### src/rtl/cpu_fetch_unit_if.sv
// Fetch-stage bus: redirect/stall/halt controls in, instruction-memory read port
// and decode-slot status out.
interface cpu_fetch_unit_if #(
  parameter int ADDR_W = 16,
  parameter int CNT_W  = 16
);
  logic              i_de_jump_i;
  logic [ADDR_W-1:0] i_de_target;
  logic              i_ex_jump_r;
  logic [ADDR_W-1:0] i_ex_target;
  logic              i_stall;
  logic              i_halt;
  logic              o_pc_rd;
  logic [ADDR_W-1:0] o_pc_addr;
  logic [1:0]        o_pc_addr_sel;
  logic              o_de_valid;
  logic [ADDR_W-1:0] o_de_pc;
  logic [ADDR_W-1:0] o_de_link;
  logic [CNT_W-1:0]  o_redirect_cnt;
  logic [CNT_W-1:0]  o_squash_cnt;

  modport master (
    input  i_de_jump_i, i_de_target, i_ex_jump_r, i_ex_target, i_stall, i_halt,
    output o_pc_rd, o_pc_addr, o_pc_addr_sel, o_de_valid, o_de_pc, o_de_link,
           o_redirect_cnt, o_squash_cnt
  );

  modport slave (
    output i_de_jump_i, i_de_target, i_ex_jump_r, i_ex_target, i_stall, i_halt,
    input  o_pc_rd, o_pc_addr, o_pc_addr_sel, o_de_valid, o_de_pc, o_de_link,
           o_redirect_cnt, o_squash_cnt
  );
endinterface

### src/rtl/cpu_fetch_unit.sv
// Fetch stage: owns the PC, drives the synchronous instruction-memory read port
// and tracks whether the instruction presented to decode is on the right path.
//
//   state  | meaning
//   S_BOOT | first cycle after reset, fetch RESET_PC, all controls ignored
//   S_RUN  | normal fetch: reg jump > imm jump > halt > stall > sequential
//   S_HALT | fetch stopped, decode slot empty, left only through reset
module cpu_fetch_unit #(
  parameter int                 ADDR_W      = 16,
  parameter int                 INSTR_BYTES = 2,
  parameter logic [ADDR_W-1:0]  RESET_PC    = '0,
  parameter int                 CNT_W       = 16
) (
  input  logic              clk,
  input  logic              reset,
  cpu_fetch_unit_if.master  fif
);

  typedef enum logic [1:0] {
    S_BOOT = 2'd0,
    S_RUN  = 2'd1,
    S_HALT = 2'd2
  } state_t;

  localparam logic [ADDR_W-1:0] STEP    = ADDR_W'(INSTR_BYTES);
  localparam logic [CNT_W-1:0]  CNT_MAX = '1;

  state_t            state_q, state_d;
  logic [ADDR_W-1:0] pc_q, pc_d;
  logic              v_q, v_d;
  logic [CNT_W-1:0]  redirect_cnt_q, redirect_cnt_d;
  logic [CNT_W-1:0]  squash_cnt_q, squash_cnt_d;

  logic              pc_rd;
  logic [ADDR_W-1:0] pc_addr;
  logic [1:0]        pc_addr_sel;
  logic              de_valid;
  logic              squash;

  always_comb begin
    state_d     = state_q;
    pc_rd       = 1'b0;
    pc_addr     = pc_q;
    pc_addr_sel = 2'd0;
    de_valid    = 1'b0;
    squash      = 1'b0;

    if (reset) begin
      pc_addr = RESET_PC;
    end else begin
      case (state_q)
        S_BOOT: begin
          pc_rd   = 1'b1;
          pc_addr = RESET_PC;
          state_d = S_RUN;
        end
        S_RUN: begin
          pc_rd    = 1'b1;
          de_valid = v_q & ~fif.i_ex_jump_r;
          squash   = v_q & fif.i_ex_jump_r;
          if (fif.i_ex_jump_r) begin
            pc_addr     = fif.i_ex_target;
            pc_addr_sel = 2'd2;
          end else if (fif.i_de_jump_i && v_q) begin
            pc_addr     = fif.i_de_target;
            pc_addr_sel = 2'd1;
          end else if (fif.i_halt && v_q) begin
            pc_rd   = 1'b0;
            state_d = S_HALT;
          end else if (fif.i_stall) begin
            pc_addr = pc_q;
          end else begin
            pc_addr = pc_q + STEP;
          end
        end
        default: begin
          pc_rd = 1'b0;
        end
      endcase
    end

    // The slot is valid exactly when the previous cycle issued a read.
    pc_d = pc_rd ? pc_addr : pc_q;
    v_d  = pc_rd;

    redirect_cnt_d = redirect_cnt_q;
    if (pc_addr_sel != 2'd0 && redirect_cnt_q != CNT_MAX)
      redirect_cnt_d = redirect_cnt_q + 1'b1;

    squash_cnt_d = squash_cnt_q;
    if (squash && squash_cnt_q != CNT_MAX)
      squash_cnt_d = squash_cnt_q + 1'b1;
  end

  always_ff @(posedge clk) begin
    if (reset) begin
      state_q        <= S_BOOT;
      pc_q           <= RESET_PC;
      v_q            <= 1'b0;
      redirect_cnt_q <= '0;
      squash_cnt_q   <= '0;
    end else begin
      state_q        <= state_d;
      pc_q           <= pc_d;
      v_q            <= v_d;
      redirect_cnt_q <= redirect_cnt_d;
      squash_cnt_q   <= squash_cnt_d;
    end
  end

  assign fif.o_pc_rd        = pc_rd;
  assign fif.o_pc_addr      = pc_addr;
  assign fif.o_pc_addr_sel  = pc_addr_sel;
  assign fif.o_de_valid     = de_valid;
  assign fif.o_de_pc        = pc_q;
  assign fif.o_de_link      = pc_q + STEP;
  assign fif.o_redirect_cnt = redirect_cnt_q;
  assign fif.o_squash_cnt   = squash_cnt_q;

endmodule
### src/flat_wrapper.sv
// flat-port wrapper written by rule: the top's interface ports become plain ports
module cpu_fetch_unit_flat 
#(
  parameter int                 ADDR_W      = 16,
  parameter int                 INSTR_BYTES = 2,
  parameter logic [ADDR_W-1:0]  RESET_PC    = '0,
  parameter int                 CNT_W       = 16
)
  (clk, reset, fif_i_de_jump_i, fif_i_de_target, fif_i_ex_jump_r, fif_i_ex_target, fif_i_stall, fif_i_halt, fif_o_pc_rd, fif_o_pc_addr, fif_o_pc_addr_sel, fif_o_de_valid, fif_o_de_pc, fif_o_de_link, fif_o_redirect_cnt, fif_o_squash_cnt);
  cpu_fetch_unit_if #(.ADDR_W(ADDR_W), .CNT_W(CNT_W)) fif_i ();
  input  logic clk;
  input  logic reset;
  input wire logic [$bits(fif_i.i_de_jump_i)-1:0] fif_i_de_jump_i;
  input wire logic [$bits(fif_i.i_de_target)-1:0] fif_i_de_target;
  input wire logic [$bits(fif_i.i_ex_jump_r)-1:0] fif_i_ex_jump_r;
  input wire logic [$bits(fif_i.i_ex_target)-1:0] fif_i_ex_target;
  input wire logic [$bits(fif_i.i_stall)-1:0] fif_i_stall;
  input wire logic [$bits(fif_i.i_halt)-1:0] fif_i_halt;
  output wire logic [$bits(fif_i.o_pc_rd)-1:0] fif_o_pc_rd;
  output wire logic [$bits(fif_i.o_pc_addr)-1:0] fif_o_pc_addr;
  output wire logic [$bits(fif_i.o_pc_addr_sel)-1:0] fif_o_pc_addr_sel;
  output wire logic [$bits(fif_i.o_de_valid)-1:0] fif_o_de_valid;
  output wire logic [$bits(fif_i.o_de_pc)-1:0] fif_o_de_pc;
  output wire logic [$bits(fif_i.o_de_link)-1:0] fif_o_de_link;
  output wire logic [$bits(fif_i.o_redirect_cnt)-1:0] fif_o_redirect_cnt;
  output wire logic [$bits(fif_i.o_squash_cnt)-1:0] fif_o_squash_cnt;
  assign fif_i.i_de_jump_i = fif_i_de_jump_i;
  assign fif_i.i_de_target = fif_i_de_target;
  assign fif_i.i_ex_jump_r = fif_i_ex_jump_r;
  assign fif_i.i_ex_target = fif_i_ex_target;
  assign fif_i.i_stall = fif_i_stall;
  assign fif_i.i_halt = fif_i_halt;
  assign fif_o_pc_rd = fif_i.o_pc_rd;
  assign fif_o_pc_addr = fif_i.o_pc_addr;
  assign fif_o_pc_addr_sel = fif_i.o_pc_addr_sel;
  assign fif_o_de_valid = fif_i.o_de_valid;
  assign fif_o_de_pc = fif_i.o_de_pc;
  assign fif_o_de_link = fif_i.o_de_link;
  assign fif_o_redirect_cnt = fif_i.o_redirect_cnt;
  assign fif_o_squash_cnt = fif_i.o_squash_cnt;
  cpu_fetch_unit #(.ADDR_W(ADDR_W), .INSTR_BYTES(INSTR_BYTES), .RESET_PC(RESET_PC), .CNT_W(CNT_W)) u_core (.clk(clk), .reset(reset), .fif(fif_i));
endmodule
### config.mk
export PLATFORM = sky130hd
export DESIGN_NAME = cpu_fetch_unit_flat
export DESIGN_NICKNAME = d
export VERILOG_FILES = /design/src/rtl/cpu_fetch_unit_if.sv /design/src/rtl/cpu_fetch_unit.sv /design/src/flat_wrapper.sv
export SDC_FILE = /design/constraint.sdc
export NUM_CORES = 1
export LEC_CHECK = 0
export ABC_CLOCK_PERIOD_IN_PS = 6400
export CAP_MARGIN = 20
export CORE_UTILIZATION = 35
export CTS_CLUSTER_SIZE = 28
export DETAILED_ROUTE_END_ITERATION = 16
export PLACE_DENSITY_LB_ADDON = 0.3
export SYNTH_ARGS = -nofsm -noshare
export SYNTH_HDL_FRONTEND = slang
export SYNTH_SLANG_ARGS = --single-unit
### constraint.sdc
create_clock -name clk -period 6.4 [get_ports clk]
set_input_delay 1.28 -clock clk [delete_from_list [all_inputs] [get_ports clk]]
set_output_delay 1.28 -clock clk [all_outputs]
set_load 0.05 [all_outputs]
==> flow_metrics.tcl, run 1 <==
set metrics [dict create \
    status "complete, no violations" \
    yosysTopAreaCell "dfxtp_1" \
    vias 3765 \
    dpl.hpwl_mm 7.73 \
    nFillCells 887 \
    reg2reg_depth 4 \
    ios 122 \
    synth_cell_types 58 \
    postCtsSetupBuffers 0 \
    grt_pass1_wl_mm 17.1 \
    rr_startpoint "u_core.state_q[1]$_SDFFE_PP0P_" \
    worstSkewPairLatency_ps 310 \
    critPathLaunchType "primary input" \
    drive_gt1_share_pct 4.89 \
    ctsResizeCount 0 \
    grt_max_degree 36 \
    die_w_um 99.5 \
    cts_hold_buffers 0 \
    crit_chain "clkdlybuf4s50_1 -> nor4b_2 -> nand2_1 -> or4_1 -> o211ai_1 -> clkdlybuf4s50_1" \
    cp-endpoint "fif_o_pc_addr[14]" \
    post-route-period-util_pct 88.4 \
    ant_nets 0 \
    ir_drop_mv 0.0944 \
    synth_async_sr_flop_share_pct 0 \
    clockBufferDepth 2 \
    rsz0062_at_grt "false" \
    synth-edff-count 0 \
    cp_data_arrival_time_ps 4380 \
    initial_utilization_pct 36.0 \
    worstPathMaxFanout 14 \
    antenna_found_initial 0 \
    ys_seq_area_share_pct 30.7 \
    syn_nets 449 \
    drv_slew 0 \
    worst-endpoint-required_ps 5120 \
    die_h_um 99.5 \
    drc 0 \
    startpoint "fif_i_ex_jump_r" \
    max_freq_mhz 177 \
    drt_pass1_iterations 8 \
    crit_family "simple AND/OR/NAND/NOR gates" \
    drt_wl_total_mm 10.5 \
    track_usage_pct 21.4 \
    leakagePower_nw 1.48 \
    clock_sinks 51 \
    cts_inserted_buffers 5 \
    routedWlPerCell_um 16.4 \
    cp-end-kind "output port" \
    overflow 0 \
    numPortBuffers 121 \
    fin_tns_setup_ps 0 \
    yosysTopAreaCellShare_pct 30.7 \
    whs_ps 503 \
    use_met3_pct 3.37 \
    path_depth 6 \
    dieArea_mm2 0.00989 \
    setup_violations 0 \
    layout.nets 551 \
    place_inst 632 \
    viasPerCell 5.88 \
    gp_congestion 0.848 \
    final_cells 640 \
    hold_viol 0 \
    hold_path.class "flip-flop to flip-flop" \
    rows 35 \
    path_buf_inv 2 \
    postSynthCellCount 408 \
    grt.busiest_layer "met2" \
    drt_iter0_markers 234 \
    ys_top_cells_by_area "dfxtp_1, nand3_1, xnor2_1, nand4_1, o22ai_1" \
    ys_ff_latch 51 \
    first_global_vias 3429 \
    postSynthAreaPerCell_um2 8.15 \
    totalPowerFinal_mw 0.704 \
    p_per_area_mw_per_mm2 151 \
    diodes 0 \
    critPathMaxStageDelay_ps 830 \
    synth_ff_type "dfxtp_1" \
    cts-root-buf "clkbuf_8" \
    r2r-end "u_core.fif.o_de_pc[12]$_SDFFE_PP0P_" \
    tightest_slew_ps 1010 \
    syn_area_mm2 0.00332 \
    path_class "primary input to output port" \
    htreeDepth 2 \
    clk_pin_slew_ps 100 \
    crit_slowest_cell "clkdlybuf4s50_1" \
    grt_use_met2_pct 34.3 \
    rrSetupSlack_ps 3710 \
    crit_top_cell "clkdlybuf4s50_1" \
    fin_skew_ps 9.70 \
    met1_usage_pct 28.8 \
    area_growth_pct 40.3 \
    tritoncts "built" \
    maxCapViolCount 0 \
    ys_warn_count 0 \
    period_needed_ps 5660 \
    coreArea_mm2 0.00924 \
    slew_headroom_pct 32.5 \
]
==> power breakdown <==
group          internal (mW)  switching (mW)  total [mW]
Combinational         0.0660           0.105       0.171
Sequential             0.324          0.0144       0.338
Clock                 0.0765           0.118       0.194
Total                  0.466           0.238       0.704
==> per-stage QoR <==
stage | instance area (um2) | util (%) | setup slack, ps
4_1_cts | 4670 | 50.5 | 787
3_3_place_gp | 4570 | 49.5 | 857
2_1_floorplan | 3320 | - | 1960
5_1_grt | 4670 | 50.5 | 616
3_5_place_dp | 4580 | 49.5 | 794
6_report | 4670 | 50.5 | 743
==> final cells by class <==
cell class | count | area, um2 | share of cell area [%]
multi-input cells | 319 | 2130 | 45.6
repair buffers | 125 | 1240 | 26.5
flip-flops and latches | 51 | 1020 | 21.9
well taps | 129 | 161 | 3.46
clock buffers | 5 | 68.8 | 1.47
inverters | 8 | 30.0 | 0.644
clock inverters | 3 | 20.0 | 0.429
==> state kept, by name, indices dropped and copies added (netlist names) <==
name and count:
u_core.state_q 2, u_core.fif.o_redirect_cnt 16, u_core.v_q 1, u_core.fif.o_squash_cnt 16, u_core.fif.o_de_pc 16
==> Yosys cell counts (3+ instances only) <==
| library cell | n |
|---|---|
| a21o_1 | 6 |
| nand3_1 | 27 |
| nor4b_1 | 3 |
| a22oi_1 | 7 |
| buf_4 | 3 |
| nand2_1 | 28 |
| nor3_1 | 9 |
| a222oi_1 | 6 |
| dfxtp_1 | 51 |
| nor2_1 | 17 |
| and4_1 | 9 |
| nor4_1 | 5 |
| nor2b_1 | 7 |
| o21ai_0 | 14 |
| o31ai_1 | 6 |
| xnor2_1 | 14 |
| o22ai_1 | 18 |
| buf_2 | 4 |
| nand4_1 | 19 |
| a21oi_1 | 22 |
| clkbuf_1 | 19 |
| and3_1 | 5 |
| o211ai_1 | 10 |
| xor2_1 | 8 |
| inv_1 | 8 |
| mux2_2 | 4 |
| and2_1 | 10 |
| or3_1 | 7 |
| o41ai_1 | 6 |
| ha_1 | 3 |
| or4_1 | 14 |
| o311ai_0 | 5 |
==> worst reg2reg max path: cells and delay by family (launching register included) <==
family	cells	cell delay (ps)
AOI/OAI and AO/OA	1	110
DFF	1	650
and+or+nand+nor	3	1860
==> worst min-delay path by stage <==
stage | startpoint | to | slack (ps) | cells past startpoint
floorplan | u_core.state_q[0]$_SDFFE_PP0P_ | u_core.state_q[0]$_SDFFE_PP0P_ | 570 | 3
global placement | u_core.fif.o_redirect_cnt[14]$_SDFFE_PP0P_ | u_core.fif.o_redirect_cnt[14]$_SDFFE_PP0P_ | 480 | 2
detailed placement | u_core.fif.o_redirect_cnt[14]$_SDFFE_PP0P_ | u_core.fif.o_redirect_cnt[14]$_SDFFE_PP0P_ | 500 | 2
CTS | u_core.fif.o_redirect_cnt[14]$_SDFFE_PP0P_ | u_core.fif.o_redirect_cnt[14]$_SDFFE_PP0P_ | 510 | 2
global route | u_core.fif.o_redirect_cnt[14]$_SDFFE_PP0P_ | u_core.fif.o_redirect_cnt[14]$_SDFFE_PP0P_ | 560 | 2
finish | u_core.fif.o_redirect_cnt[14]$_SDFFE_PP0P_ | u_core.fif.o_redirect_cnt[14]$_SDFFE_PP0P_ | 500 | 2
==> per-layer routing <==
metal	up-vias	part of all wire, %
li1	1814	-
met1	1773	45
met2	153	46
met3	25	6.4
met4	0	2.4
met5	-	0
==> cells by family after synthesis <==
logic type	count (synthesis)	synth area share (%)
AO/OA/AOI/OAI	118	24.9
multiplexers	4	1.35
adder cells (fa/ha/maj)	3	1.13
flip-flops	51	30.7
buffers and inverters	38	5.27
AND/OR/NAND/NOR	172	30.9
XOR/XNOR	22	5.80
==> placed cells by master (no fill, tap or decap), drive strengths merged, types with 4 or more instances in the layout <==
master / n
a21o: 6
a21oi: 23
a222oi: 6
a22oi: 7
and2: 10
and3: 5
and4: 9
buf: 5
clkbuf: 5
clkdlybuf4s50: 120
dfxtp: 51
inv: 8
mux2: 4
nand2: 28
nand3: 27
nand4: 19
nor2: 17
nor2b: 7
nor3: 9
nor3b: 4
nor4: 7
nor4b: 4
o211ai: 10
o21ai: 14
o22ai: 18
o311ai: 5
o31ai: 6
o41ai: 6
or3: 7
or4: 14
xnor2: 14
xor2: 8
Power figures use the tool's default switching activity.
==> run 2: changes to the inputs <==
--- a/config.mk
+++ b/config.mk
@@ -5,8 +5,9 @@
 export SDC_FILE = /design/constraint.sdc
 export NUM_CORES = 1
 export LEC_CHECK = 0
-export ABC_CLOCK_PERIOD_IN_PS = 6400
+export ABC_CLOCK_PERIOD_IN_PS = 6300
 export CAP_MARGIN = 20
+export CORE_MARGIN = 4
 export CORE_UTILIZATION = 35
 export CTS_CLUSTER_SIZE = 28
 export DETAILED_ROUTE_END_ITERATION = 16
==> constraint.sdc (replaced) <==
create_clock -name clk -period 6.3 [get_ports clk]
set_input_delay 1.26 -clock clk [delete_from_list [all_inputs] [get_ports clk]]
set_output_delay 1.26 -clock clk [all_outputs]
set_load 0.05 [all_outputs]
==> run 2 against run 1 <==
Clock skew is 2.8 ps lower. Via count is 1.8% lower. Cell count stayed put. Power is 9.2% higher. Sequential cell count stayed put.
==> flow_metrics.tcl, run 2 (same netlist as run 1, synthesis figures left out) <==
set metrics [dict create \
    layout.nets 551 \
    ir_drop_mv 0.0992 \
    path_class "primary input to output port" \
    p_per_area_mw_per_mm2 164 \
    status "complete, no violations" \
    min_from "u_core.fif.o_redirect_cnt[14]$_SDFFE_PP0P_" \
    crit_slowest_cell "clkdlybuf4s50_1" \
    post-route-period-util_pct 87.4 \
    clk_pin_slew_ps 100 \
    drt_wl_total_mm 10.8 \
    grt_max_degree 39 \
    overflow 0 \
    drv_slew 0 \
    gp_congestion 0.829 \
    critPathMaxStageDelay_ps 850 \
    rows 35 \
    cts_inserted_buffers 5 \
    dieArea_mm2 0.0111 \
    worstPathMaxFanout 19 \
    rr_startpoint "u_core.state_q[1]$_SDFFE_PP0P_" \
    die_h_um 105 \
    antenna_found_initial 0 \
    slew_headroom_pct 34.6 \
    cts-root-buf "clkbuf_8" \
    ant_nets 0 \
    routedWlPerCell_um 16.9 \
    drt_pass1_iterations 5 \
    ios 122 \
    crit_family "buffers and inverters" \
    max_freq_mhz 182 \
    numPortBuffers 121 \
    fin_util_pct 50.8 \
    leakagePower_nw 1.51 \
    totalPowerFinal_mw 0.769 \
    drc 0 \
    critPathLaunchType "primary input" \
    track_usage_pct 18.9 \
    drt_iter0_markers 183 \
    fin_skew_ps 6.89 \
    cp-end-kind "output port" \
    period_needed_ps 5500 \
    dpl.hpwl_mm 8.02 \
    cts_hold_buffers 0 \
    final_cell_mix "clkdlybuf4s50_1, dfxtp_1, nand2_1" \
    final_common_cell "clkdlybuf4s50_1" \
    hold_path.class "flip-flop to flip-flop" \
    startpoint "fif_i_ex_jump_r" \
    dpl_cell_area_mm2 0.00457 \
    postCtsSetupBuffers 0 \
    tightest_slew_ps 980 \
    htreeDepth 2 \
    grt_pass1_wl_mm 17.5 \
    maxCapViolCount 0 \
    clock_sinks 51 \
    worst-endpoint-required_ps 5040 \
    die_w_um 105 \
    rsz0062_at_grt "false" \
    coreArea_mm2 0.00924 \
    cp_data_arrival_time_ps 4240 \
    stdcell_area_mm2 0.00469 \
    setup_violations 0 \
    path_buf_inv 2 \
    diodes 0 \
    tritoncts "built" \
    worstSkewPairLatency_ps 310 \
    rrSetupSlack_ps 3680 \
    area_growth_pct 41.2 \
    fin_tns_setup_ps 0 \
    drive_gt1_share_pct 5.28 \
    crit_top_cell "clkdlybuf4s50_1" \
    vias 3697 \
    initial_utilization_pct 36.0 \
    ctsResizeCount 0 \
    crit_chain "clkdlybuf4s50_1 -> nor4b_2 -> nand2_1 -> o22ai_1 -> clkdlybuf4s50_1" \
    first_global_vias 3337 \
    hold_viol 0 \
    clockBufferDepth 2 \
    viasPerCell 5.78 \
]
==> run 2: stage by stage <==
step / hold WS [ps] / std cells / setup WS (ps)
6_report: 503 / 640 / 796
5_1_grt: 543 / 640 / 494
4_1_cts: 512 / 640 / 809
3_5_place_dp: 495 / 632 / 820
3_3_place_gp: 482 / 631 / 974
2_1_floorplan: 571 / 408 / 1900
==> run 2: tightest hold or removal path: cells and delay by family (launching register included) <==
kind            cells  cell delay [ps]
compound gates      2              120
flops               1              340
==> run 2: power breakdown <==
part | internal [mW] | total (mW) | switching (mW) | leakage, nW
sequential | 0.329 | 0.344 | 0.0147 | 0.413
clock | 0.131 | 0.251 | 0.120 | 0.0618
combinational | 0.0669 | 0.174 | 0.108 | 1.03
total | 0.527 | 0.769 | 0.242 | 1.51
==> run 2: area by class of cell <==
cell class | instances | area (um2)
repair buffers | 125 | 1230
fillers | 879 | 4550
multi-input cells | 319 | 2130
clock buffers | 6 | 82.6
well taps | 129 | 161
flip-flops and latches | 51 | 1020
clock inverters | 2 | 38.8
inverters | 8 | 30.0
==> run 2: final timing paths <==
path / to / cells past startpoint
worst min register to register: u_core.fif.o_redirect_cnt[14]$_SDFFE_PP0P_ / 2
worst max register to register: u_core.fif.o_de_pc[14]$_SDFFE_PP0P_ / 4
worst max-delay path: fif_o_pc_addr[11] / 5
worst min-delay path: u_core.fif.o_redirect_cnt[14]$_SDFFE_PP0P_ / 2
==> run 2: layer usage <==
layer	vias to the layer above	share of wire (%)	GRT usage, %	wire, um
li1	1808	-	-	-
met1	1749	46	26.2	4940
met2	129	47	30.3	5070
met3	11	6.1	3.98	657
met4	0	1.3	3.84	137
met5	-	0	0	0
